<file path="config.mk">
export PLATFORM = sky130hd
export DESIGN_NAME = decimal_entry
export DESIGN_NICKNAME = d
export VERILOG_FILES = /design/src/rtl/decimal_entry.sv
export SDC_FILE = /design/constraint.sdc
export NUM_CORES = 1
export LEC_CHECK = 0
export ABC_AREA = 1
export BUFFER_PORTS_ARGS = -buffer_cell sky130_fd_sc_hd__clkbuf_2
export CAP_MARGIN = 20
export CORE_ASPECT_RATIO = 0.75
export CORE_UTILIZATION = 51
export CTS_BUF_LIST = sky130_fd_sc_hd__clkbuf_4
export DETAILED_ROUTE_END_ITERATION = 16
export GPL_ROUTABILITY_DRIVEN = 1
export PLACE_DENSITY = 0.71
export SYNTH_ARGS = -nofsm -noshare
export SYNTH_HDL_FRONTEND = slang
export SYNTH_SLANG_ARGS = --single-unit
export TNS_END_PERCENT = 100
</file>
<file path="constraint.sdc">
create_clock -name clk -period 2.87 [get_ports clk]
set_input_delay 0.4305 -clock clk [delete_from_list [all_inputs] [get_ports clk]]
set_output_delay 0.4305 -clock clk [all_outputs]
set_load 0.02 [all_outputs]
</file>
<file path="src/rtl/decimal_entry.sv">
// Decimal keypad entry: collects up to three BCD digits, then converts them to
// binary on Enter with a three-cycle multiply-by-10 accumulator.
module decimal_entry #(
  parameter int MAX_DIGITS = 3,
  parameter int WIDTH      = 8
) (
  input  logic             clk,
  input  logic             rst,
  input  logic             key_valid,
  input  logic [3:0]       key_code,
  output logic             key_ready,
  output logic [WIDTH-1:0] value,
  output logic             value_valid,
  output logic             err,
  output logic [3:0]       dig_h,
  output logic [3:0]       dig_t,
  output logic [3:0]       dig_o,
  output logic [1:0]       count
);

  typedef enum logic [1:0] {ENTRY, CONV, DONE} state_t;

  localparam logic [1:0] MAX_COUNT = 2'(MAX_DIGITS);
  localparam logic [9:0] MAX_VAL   = 10'((1 << WIDTH) - 1);

  localparam logic [3:0] KEY_BACK  = 4'hA;
  localparam logic [3:0] KEY_CLEAR = 4'hB;
  localparam logic [3:0] KEY_ENTER = 4'hC;

  state_t     state;
  logic [1:0] phase;
  logic [9:0] acc;
  logic [3:0] conv_digit;
  logic [9:0] acc_next;
  logic       accept;

  assign accept = key_valid && key_ready;

  // Conversion walks the digits most-significant first: h, t, o.
  always_comb begin
    conv_digit = dig_o;
    case (phase)
      2'd0:    conv_digit = dig_h;
      2'd1:    conv_digit = dig_t;
      default: conv_digit = dig_o;
    endcase
  end

  // acc*10 = acc*8 + acc*2; acc never exceeds 99 here, so 10 bits suffice.
  assign acc_next = (acc << 3) + (acc << 1) + {6'd0, conv_digit};

  always_ff @(posedge clk) begin
    if (rst) begin
      state       <= ENTRY;
      phase       <= 2'd0;
      acc         <= 10'd0;
      key_ready   <= 1'b1;
      value       <= '0;
      value_valid <= 1'b0;
      err         <= 1'b0;
      dig_h       <= 4'd0;
      dig_t       <= 4'd0;
      dig_o       <= 4'd0;
      count       <= 2'd0;
    end else begin
      value_valid <= 1'b0;
      case (state)
        ENTRY: begin
          if (accept) begin
            err <= 1'b0;
            if (key_code <= 4'd9) begin
              if (count < MAX_COUNT) begin
                dig_h <= dig_t;
                dig_t <= dig_o;
                dig_o <= key_code;
                count <= count + 2'd1;
              end
            end else if (key_code == KEY_BACK) begin
              if (count != 2'd0) begin
                dig_o <= dig_t;
                dig_t <= dig_h;
                dig_h <= 4'd0;
                count <= count - 2'd1;
              end
            end else if (key_code == KEY_CLEAR) begin
              dig_h <= 4'd0;
              dig_t <= 4'd0;
              dig_o <= 4'd0;
              count <= 2'd0;
            end else if (key_code == KEY_ENTER) begin
              if (count != 2'd0) begin
                acc       <= 10'd0;
                phase     <= 2'd0;
                key_ready <= 1'b0;
                state     <= CONV;
              end
            end
          end
        end
        CONV: begin
          acc   <= acc_next;
          phase <= phase + 2'd1;
          if (phase == 2'd2) state <= DONE;
        end
        DONE: begin
          if (acc <= MAX_VAL) begin
            value       <= acc[WIDTH-1:0];
            value_valid <= 1'b1;
          end else begin
            err <= 1'b1;
          end
          dig_h     <= 4'd0;
          dig_t     <= 4'd0;
          dig_o     <= 4'd0;
          count     <= 2'd0;
          key_ready <= 1'b1;
          state     <= ENTRY;
        end
        default: state <= ENTRY;
      endcase
    end
  end

endmodule

</file>
After elaboration in Yosys (flattened, before gate mapping)
Cells that the tools add are included.
Widths: inputs -> output; s select.
{ "totals": {"reg_bits": 39, "inputBits": 7, "out_inout_bits": 25, "wordCells": 111} }
{ "op_classes": {"add_sub_neg": 5, "order_cmp": 3, "eq_ne": 18, "muxes": 60, "n_bitwise": 1, "reduce_logical": 13} }
{ "op_table": {"columns": ["op", "count"], "rows": [
  ["$mux 4", 16],
  ["$mux 10", 6],
  ["$mux 2", 19],
  ["$pmux 4 s2", 4],
  ["$reduce_and 7->1", 3],
  ["$pmux 10 s2", 1],
  ["$ne 2x2->1 const B", 8],
  ["$eq 4x4->1 const B", 3],
  ["$pmux 2 s2", 3],
  ["$add 10x10->10", 1],
  ["$add 10x4->10", 1],
  ["$le 10x8->1 const B", 1],
  ["$mux 1", 9],
  ["$ne 4x4->1 const B", 2],
  ["$reduce_bool 2->1", 3],
  ["$reduce_and 5->1", 1],
  ["$add 2x1->2 const B", 2],
  ["$eq 2x1->1 const B", 2],
  ["$eq 2x2->1 const B", 2],
  ["$le 4x4->1 const B", 1],
  ["$logic_not 2->1", 2],
  ["$pmux 1 s2", 2],
  ["$ne 3x3->1 const B", 1],
  ["$reduce_and 3->1", 1],
  ["6 further kinds", 6]
]} }

Longest topological paths before layout
Gate-level depths: netlist (run 1).
{ "depth": {"ltp_word": 8, "depth_mapped": 15} }

Worst setup path after synthesis (run 1)
Ideal clock, no wire load.
{ "synth_path": {"path_kind": "flip-flop to flip-flop", "from": "register phase[0]", "to": "register acc[5]", "setup_ps": 132, "t_arrival_ps": 2276, "path_slack_ps": 462, "path_stages_with_launch": 13, "cell_sequence": "dfxtp_1 -> inv_1 -> ha_1 -> nor2_1 -> a21oi_1 -> fa_1 -> inv_1 -> ha_1 -> nand3_1 -> nand3_1 -> or2_2 -> nand3_1 -> a21oi_1"} }
{ "synth_via": {"elab_chain_len": 4, "elab_cells_between_ends": 5, "classes_between": "add/sub (1); eq/ne (1); mux (2); reduce/logical (1)"} }
{ "synth_lines": {"columns": ["item", "line", "source"], "rows": [
  ["start, declared", "31", "logic [1:0] phase;"],
  ["start signal, assigned", "102", "phase <= phase + 2'd1;"],
  ["$eq 2x1->1 / $logic_not 2->1 (equally long branches)", "42", "case (phase)"],
  ["$pmux 4 s2 *", "42", null],
  ["$add 10x4->10 *", "50", "assign acc_next = (acc << 3) + (acc << 1) + {6'd0, conv_digit};"],
  ["$pmux 10 s2 *", "67", "case (state)"],
  ["end signal, assigned", "101", "acc <= acc_next;"],
  ["end, declared", "32", "logic [9:0] acc;"]
]} }
Every way passes the cells marked *; elsewhere a longest branch is shown, timed or not.
A chain may end at the register's enable or synchronous reset.

Final worst setup path (run 1)
Same ends and word-level chain as after synthesis.

==> results of run 1 <==
placed cells by master, fill, tap and decap left out, drive strengths merged:
master | netlist | layout
inv | 48 | 48
clkinv | 0 | 2
a21oi | 23 | 23
clkinvlp | 0 | 1
fa | 2 | 2
o211ai | 2 | 2
nand2 | 79 | 79
clkbuf | 3 | 36
nor2 | 48 | 48
nand3 | 20 | 20
o21ai | 35 | 35
nand4 | 4 | 4
nand3b | 1 | 1
buf | 4 | 2
o22ai | 1 | 1
or2 | 2 | 2
o21a | 1 | 1
ha | 19 | 19
nor3 | 3 | 3
dfxtp | 39 | 39
nor4 | 1 | 1
worst max-delay path: cells and delay by family (launching register included):
kind | cells | cell delay (ns)
AO/OA/AOI/OAI | 2 | 0.18
adder cells (fa/ha/maj) | 3 | 1.02
flip-flops | 1 | 0.37
buffers and inverters | 2 | 0.15
AND/OR/NAND/NOR | 5 | 0.75
how the worst min path moves through the flow:
stage	depth (start not counted)	slack [ns]	endpoint
2_1_floorplan	2	0.46	phase[1]
3_3_place_gp	2	0.46	err
3_5_place_dp	2	0.47	err
4_1_cts	2	0.49	err
5_1_grt	2	0.51	key_ready
6_report	2	0.48	err
cell type report:
class                   instances  share of cell area
multi-input cells             241              0.5025
inverters                      48             0.07129
repair buffers                 33             0.06733
clock buffers                   5             0.01485
well taps                      55             0.02723
clock inverters                 3            0.007921
flip-flops and latches         39              0.3089
per-layer routing:
metal  global-route usage  vias up  wire length (µm)  part of all wire
li1                     -     1143                 -                 -
met1               0.3744      979              2868              0.55
met2               0.3362       80              1952              0.37
met3              0.06107        4               403             0.077
met4              0.03117        0                25            0.0048
met5                    0        -                 0                 0
power by group:
group / internal [W] / switching, W
clock network: 0.0000941 / 0.000192
logic: 0.0000456 / 0.0000969
registers: 0.000558 / 0.0000189
total: 0.000698 / 0.000308
sequential cells by signal, indices dropped and copies added (netlist names):
name,count
value_valid,1
dig_o,4
dig_t,4
count,2
state,2
key_ready,1
acc,10
dig_h,4
phase,2
err,1
value,8
cells by family (layout without fill, tap and decap cells):
group / after synthesis / count (layout) / synth area share
adder cells (fa/ha/maj): 21 / 21 / 0.1225
buffers and inverters: 55 / 89 / 0.09597
AND/OR/NAND/NOR: 158 / 158 / 0.2951
flip-flops: 39 / 39 / 0.3442
AO/OA/AOI/OAI: 62 / 62 / 0.1423
per-stage QoR:
stage / hold slack [ns] / setup slack (ns) / power, W
2_1_floorplan: 0.4568 / 0.4615 / 0.0006841
3_3_place_gp: 0.4564 / 0.3759 / 0.0007271
3_5_place_dp: 0.4723 / 0.2855 / 0.0007277
4_1_cts: 0.4887 / 0.2449 / 0.001011
5_1_grt: 0.5087 / 0.01763 / 0.001055
6_report: 0.4819 / 0.2472 / 0.001005
==> run_results.csv, run 1 <==
group,metric,value,unit
floorplanning,die-area,4721,µm²
global_routing,grt_pass1_wl,8845,µm
critical_path,crit_type,"flip-flop to flip-flop",
route,dr_total_vias,2206,
run,drv_cap,0,
sta,hold_viol,0,
clock_network,hold_buffers,0,
critical_path,crit_path_max_fanout,5,
synth,synth.most_common_cell,"nand2_1",
clock_network,clkTransAtPathRegs,0.12,ns
synth,ys_warn_count,0,
critical_path,critPathLaunchType,"flip-flop",
global_routing,grt_pass1_vias,1881,
run_status,status,"completed",
final_layout,layout.nets,396,
clock_network,cts_root_buf,"clkbuf_4",
critical_path,r2r_slack,0.25,ns
pwr,powerDensity,397.7,nW/µm²
route,detail_route.iter0.violations,198,
critical_path,crit_arrival,2.84,ns
final_layout,area_growth_syn_to_layout,11.42,%
global_routing,antenna_found_initial,0,
final_layout,fin_area,2527,µm²
critical_path,worst_ep_required_time,3.09,ns
route,wirelength,5249,µm
clock_network,htree_num_levels,2,
clock_network,cts_buffers,5,
route,dr.pass1.iters,5,
sta,slew_headroom,0.6586,
critical_path,critPathLaunch,"phase[0]",
critical_path,cp-endpoint,"acc[5]",
floorplanning,initial_utilization,0.5461,
critical_path,critPathSlowestCell,"fa_1",
floorplanning,design.core.area,4154,µm²
sta,drv_slew,0,
critical_path,r2r_end,"acc[5]",
global_routing,grt_max_degree,20,
critical_path,critPathMaxStageDelay,0.49,ns
placement,hpwl,3949,µm
min_path,holdCritStartpoint,"err",
clock_network,cts.repair.resized,0,
synth,synth_top_area_frac,0.3442,
synth,synth-seq-cells,39,
critical_path,cp_cell_sequence,"inv_1 -> ha_1 -> nor2_1 -> a21oi_1 -> fa_1 -> inv_1 -> ha_1 -> nand3_1 -> nand3_1 -> or2_2 -> nand3_1 -> a21oi_1",
critical_path,cp_common_cell,"nand3_1",
floorplanning,dieWidth,79.01,µm
synth,postSynthCellCount,335,
sta,finalCriticalPeriod,2.623,ns
clock_network,cts.sinks,39,
critical_path,critPathCaptureType,"flip-flop",
critical_path,reg2regPathDepth,12,
synth,synth.distinct_cells,28,
final_layout,multiInputGateArea,1270,µm²
floorplanning,die_y,59.76,µm
clock_network,postCtsSetupBuffers,0,
floorplanning,io-pin-count,32,
final_layout,fin_util,0.6084,
clock_network,clockBufferDepth,2,
global_routing,grt_overflow,0,
synth,syn_nets,363,
synth,avgSynthCellArea,6.771,µm²
global_routing,gr-usage-all-layers,0.2410,
sta,fin_tns_setup,0,ns
synth,synth_commonest_cells,"nand2_1, inv_1, nor2_1",
clock_network,clock_insertion_delay_worst_skew,0.35,ns
floorplanning,rows,20,
placement,gp_congestion,0.8843,
synth,syn_area,2268,µm²
synth,synth_top_cell_by_area,"dfxtp_1",
pwr,leakagePower,1.295,nW
route,vias_per_cell,5.203,
final_layout,drive_gt1_frac,0.1382,
placement,numPortBuffers,31,
final_layout,final_cells,424,
route,drt_drc_violations_left,0,
final_layout,antennaDiodeCount,0,
sta,finalSetupViolCount,0,
final_layout,fillCellCount,429,
synth,synth-async-reset-ratio,0,
sta,rsz0062_at_grt,"no",
route,wl_per_cell,12.38,µm
synth,synth_edf_count,0,
sta,fin_skew,0.01578,ns
sta,worst_pin_slew,0.5107,ns
synth,synthFlopType,"dfxtp_1",
sta,period_share,0.9139,
critical_path,worstReg2RegStart,"phase[0]",
synth,yosys-top-cells-area,"dfxtp_1, nand2_1, ha_1, inv_1, nor2_1",
min_path,hold_path_class,"flip-flop to flip-flop",
clock_network,cts_tree,"done",
placement,dp.cells,416,
sta,fmax,381.3,MHz
route,ant_nets,0,
pwr,ir_drop,0.0002903,V
final_layout,seqCellArea,780.7,µm²
placement,dpl_cell_area,2470,µm²
synth,ys_seq_area_frac,0.3442,
(Power assumes the default switching activity.)
==> run 2: changes to the inputs <==
--- a/config.mk
+++ b/config.mk
@@ -8,12 +8,14 @@
 export ABC_AREA = 1
 export BUFFER_PORTS_ARGS = -buffer_cell sky130_fd_sc_hd__clkbuf_2
 export CAP_MARGIN = 20
+export CELL_PAD_IN_SITES_DETAIL_PLACEMENT = 1
+export CELL_PAD_IN_SITES_GLOBAL_PLACEMENT = 1
 export CORE_ASPECT_RATIO = 0.75
-export CORE_UTILIZATION = 51
+export CORE_UTILIZATION = 42
 export CTS_BUF_LIST = sky130_fd_sc_hd__clkbuf_4
 export DETAILED_ROUTE_END_ITERATION = 16
 export GPL_ROUTABILITY_DRIVEN = 1
-export PLACE_DENSITY = 0.71
+export PLACE_DENSITY = 0.81
 export SYNTH_ARGS = -nofsm -noshare
 export SYNTH_HDL_FRONTEND = slang
 export SYNTH_SLANG_ARGS = --single-unit
==> run 2 against run 1 <==
Combinational power grew 4%. Non-clock buffer count grew 1. Wire length increased by 18%.
==> run_results.csv, run 2 (synthesis gave the netlist of run 1 again) <==
group,metric,value,unit
placement,numPortBuffers,31,
critical_path,crit_type,"flip-flop to flip-flop",
clock_network,clock_insertion_delay_worst_skew,0.35,ns
route,wirelength,6188,µm
clock_network,hold_buffers,0,
clock_network,clkTransAtPathRegs,0.14,ns
final_layout,fin_util,0.5132,
sta,finalSetupViolCount,0,
sta,period_share,0.9255,
placement,gp_congestion,0.8517,
floorplanning,die_y,65.65,µm
final_layout,drive_gt1_frac,0.1459,
clock_network,postCtsSetupBuffers,0,
clock_network,clockBufferDepth,2,
critical_path,cp_cell_sequence,"inv_1 -> ha_1 -> inv_1 -> o21ai_0 -> a21oi_1 -> fa_1 -> inv_1 -> fa_1 -> a21oi_1 -> or2_2 -> nand3_1 -> a21oi_1",
sta,worst_pin_slew,0.5818,ns
route,vias_per_cell,5.086,
final_layout,area_growth_syn_to_layout,13.95,%
critical_path,critPathBufInv,3,
final_layout,final_cell_mix,"nand2_1, inv_1, nor2_1",
clock_network,cts.sinks,39,
final_layout,layout.nets,397,
sta,fin_tns_setup,0,ns
critical_path,r2r_end,"acc[6]",
final_layout,top_regs,"acc x10, value x8",
critical_path,reg2regPathDepth,12,
critical_path,crit_path_max_fanout,5,
critical_path,critPathSlowestCell,"fa_1",
clock_network,cts_buffers,5,
clock_network,cts_root_buf,"clkbuf_4",
floorplanning,initial_utilization,0.4503,
global_routing,grt_pass1_wl,10370,µm
critical_path,critPathCaptureType,"flip-flop",
route,wl_per_cell,14.00,µm
global_routing,gr-usage-all-layers,0.2353,
floorplanning,design.core.area,5037,µm²
placement,hpwl,4787,µm
pwr,powerDensity,429.8,nW/µm²
route,drt_drc_violations_left,0,
clock_network,cts_tree,"done",
route,dr_total_vias,2248,
sta,fin_skew,0.02228,ns
global_routing,grt_overflow,0,
sta,finalCriticalPeriod,2.656,ns
critical_path,worst_ep_required_time,3.14,ns
critical_path,critPathLaunchType,"flip-flop",
floorplanning,rows,22,
critical_path,crit_arrival,2.93,ns
sta,slew_headroom,0.6117,
global_routing,grt_max_degree,20,
sta,drv_slew,0,
final_layout,fillCellCount,703,
floorplanning,io-pin-count,32,
pwr,ir_drop,0.0002260,V
critical_path,worstReg2RegStart,"phase[0]",
run_status,status,"completed",
sta,fmax,376.5,MHz
final_layout,top_register,"acc",
critical_path,cp_num_cells,12,
floorplanning,dieWidth,86.86,µm
floorplanning,die-area,5702,µm²
critical_path,cp-endpoint,"acc[6]",
sta,hold_viol,0,
final_layout,final_common_cell,"nand2_1",
clock_network,htree_num_levels,2,
pwr,leakagePower,1.312,nW
critical_path,crit_family,"adder cells",
min_path,hold_path_class,"primary input to flip-flop",
global_routing,antenna_found_initial,0,
final_layout,antennaDiodeCount,0,
sta,rsz0062_at_grt,"no",
global_routing,grt_pass1_vias,2202,
critical_path,r2r_slack,0.21,ns
route,detail_route.iter0.violations,102,
final_layout,largest_reg_flops,10,
route,ant_nets,0,
critical_path,critPathLaunch,"phase[0]",
route,dr.pass1.iters,4,
run,drv_cap,0,
critical_path,critPathMaxStageDelay,0.50,ns
[run 2: cell types whose count changed in the layout (fill, tap and decap cells not counted), sizes merged]
cell    delta
buf        +1
bufinv     +1
clkinv     -2
inv        +1
[run 2: what timing repair did]
action | in CTS | in global routing
hold endpoints to repair | 0 | 0
endpoints found under the setup margin | 0 | 2
resized for setup | 0 | 1
[run 2: worst min-delay path by stage]
stage               cells after the start  endpoint      from
floorplan                               2  phase[1]  phase[1]
global placement                        2       err       err
detailed placement                      2       err       err
CTS                                     3    acc[5]       rst
global route                            3    acc[7]       rst
finish                                  3    acc[5]       rst
[run 2: worst min-delay path, stage by stage]
cell and delay [ns]:
clkbuf_2 0.09, buf_4 0.22, a21oi_1 0.06
[run 2: where the power goes]
part           internal [W]  switching, W  total, W  leakage (nW)
Clock              0.000186      0.000200  0.000387        0.0418
Sequential         0.000558     0.0000189  0.000577         0.317
Combinational     0.0000469      0.000101  0.000148         0.954
[run 2: layer usage]
| metal | up-vias | wire length (µm) | global-route usage |
|---|---|---|---|
| met1 | 1052 | 3328 | 0.3408 |
| met4 | 0 | 25 | 0.04792 |
| met5 | - | 0 | 0 |
| met3 | 2 | 291 | 0.04397 |
| met2 | 53 | 2542 | 0.3622 |
| li1 | 1141 | - | - |
[run 2: final cells by class]
cell class / count / area [µm²] / area share
well taps: 72 / 90.09 / 0.03485
multi-input cells: 241 / 1272 / 0.4923
repair buffers: 34 / 177.7 / 0.06873
inverters: 48 / 180.2 / 0.06970
clock buffers: 5 / 37.54 / 0.01452
clock inverters: 3 / 46.29 / 0.01791
flip-flops and latches: 39 / 780.7 / 0.3020
[run 2: metrics by stage]
step	hold WS (ns)	cell area [µm²]	setup WS (ns)	power, W	std cells
finish	0.4825	2585	0.2139	0.001111	442
global route	0.4833	2585	0.001088	0.001163	442
floorplan	0.4568	2268	0.4615	0.0006841	335
global placement	0.4542	2499	0.3632	0.0007312	434
CTS	0.4723	2582	0.1543	0.001122	442
detailed placement	0.4721	2499	0.2195	0.0007346	434
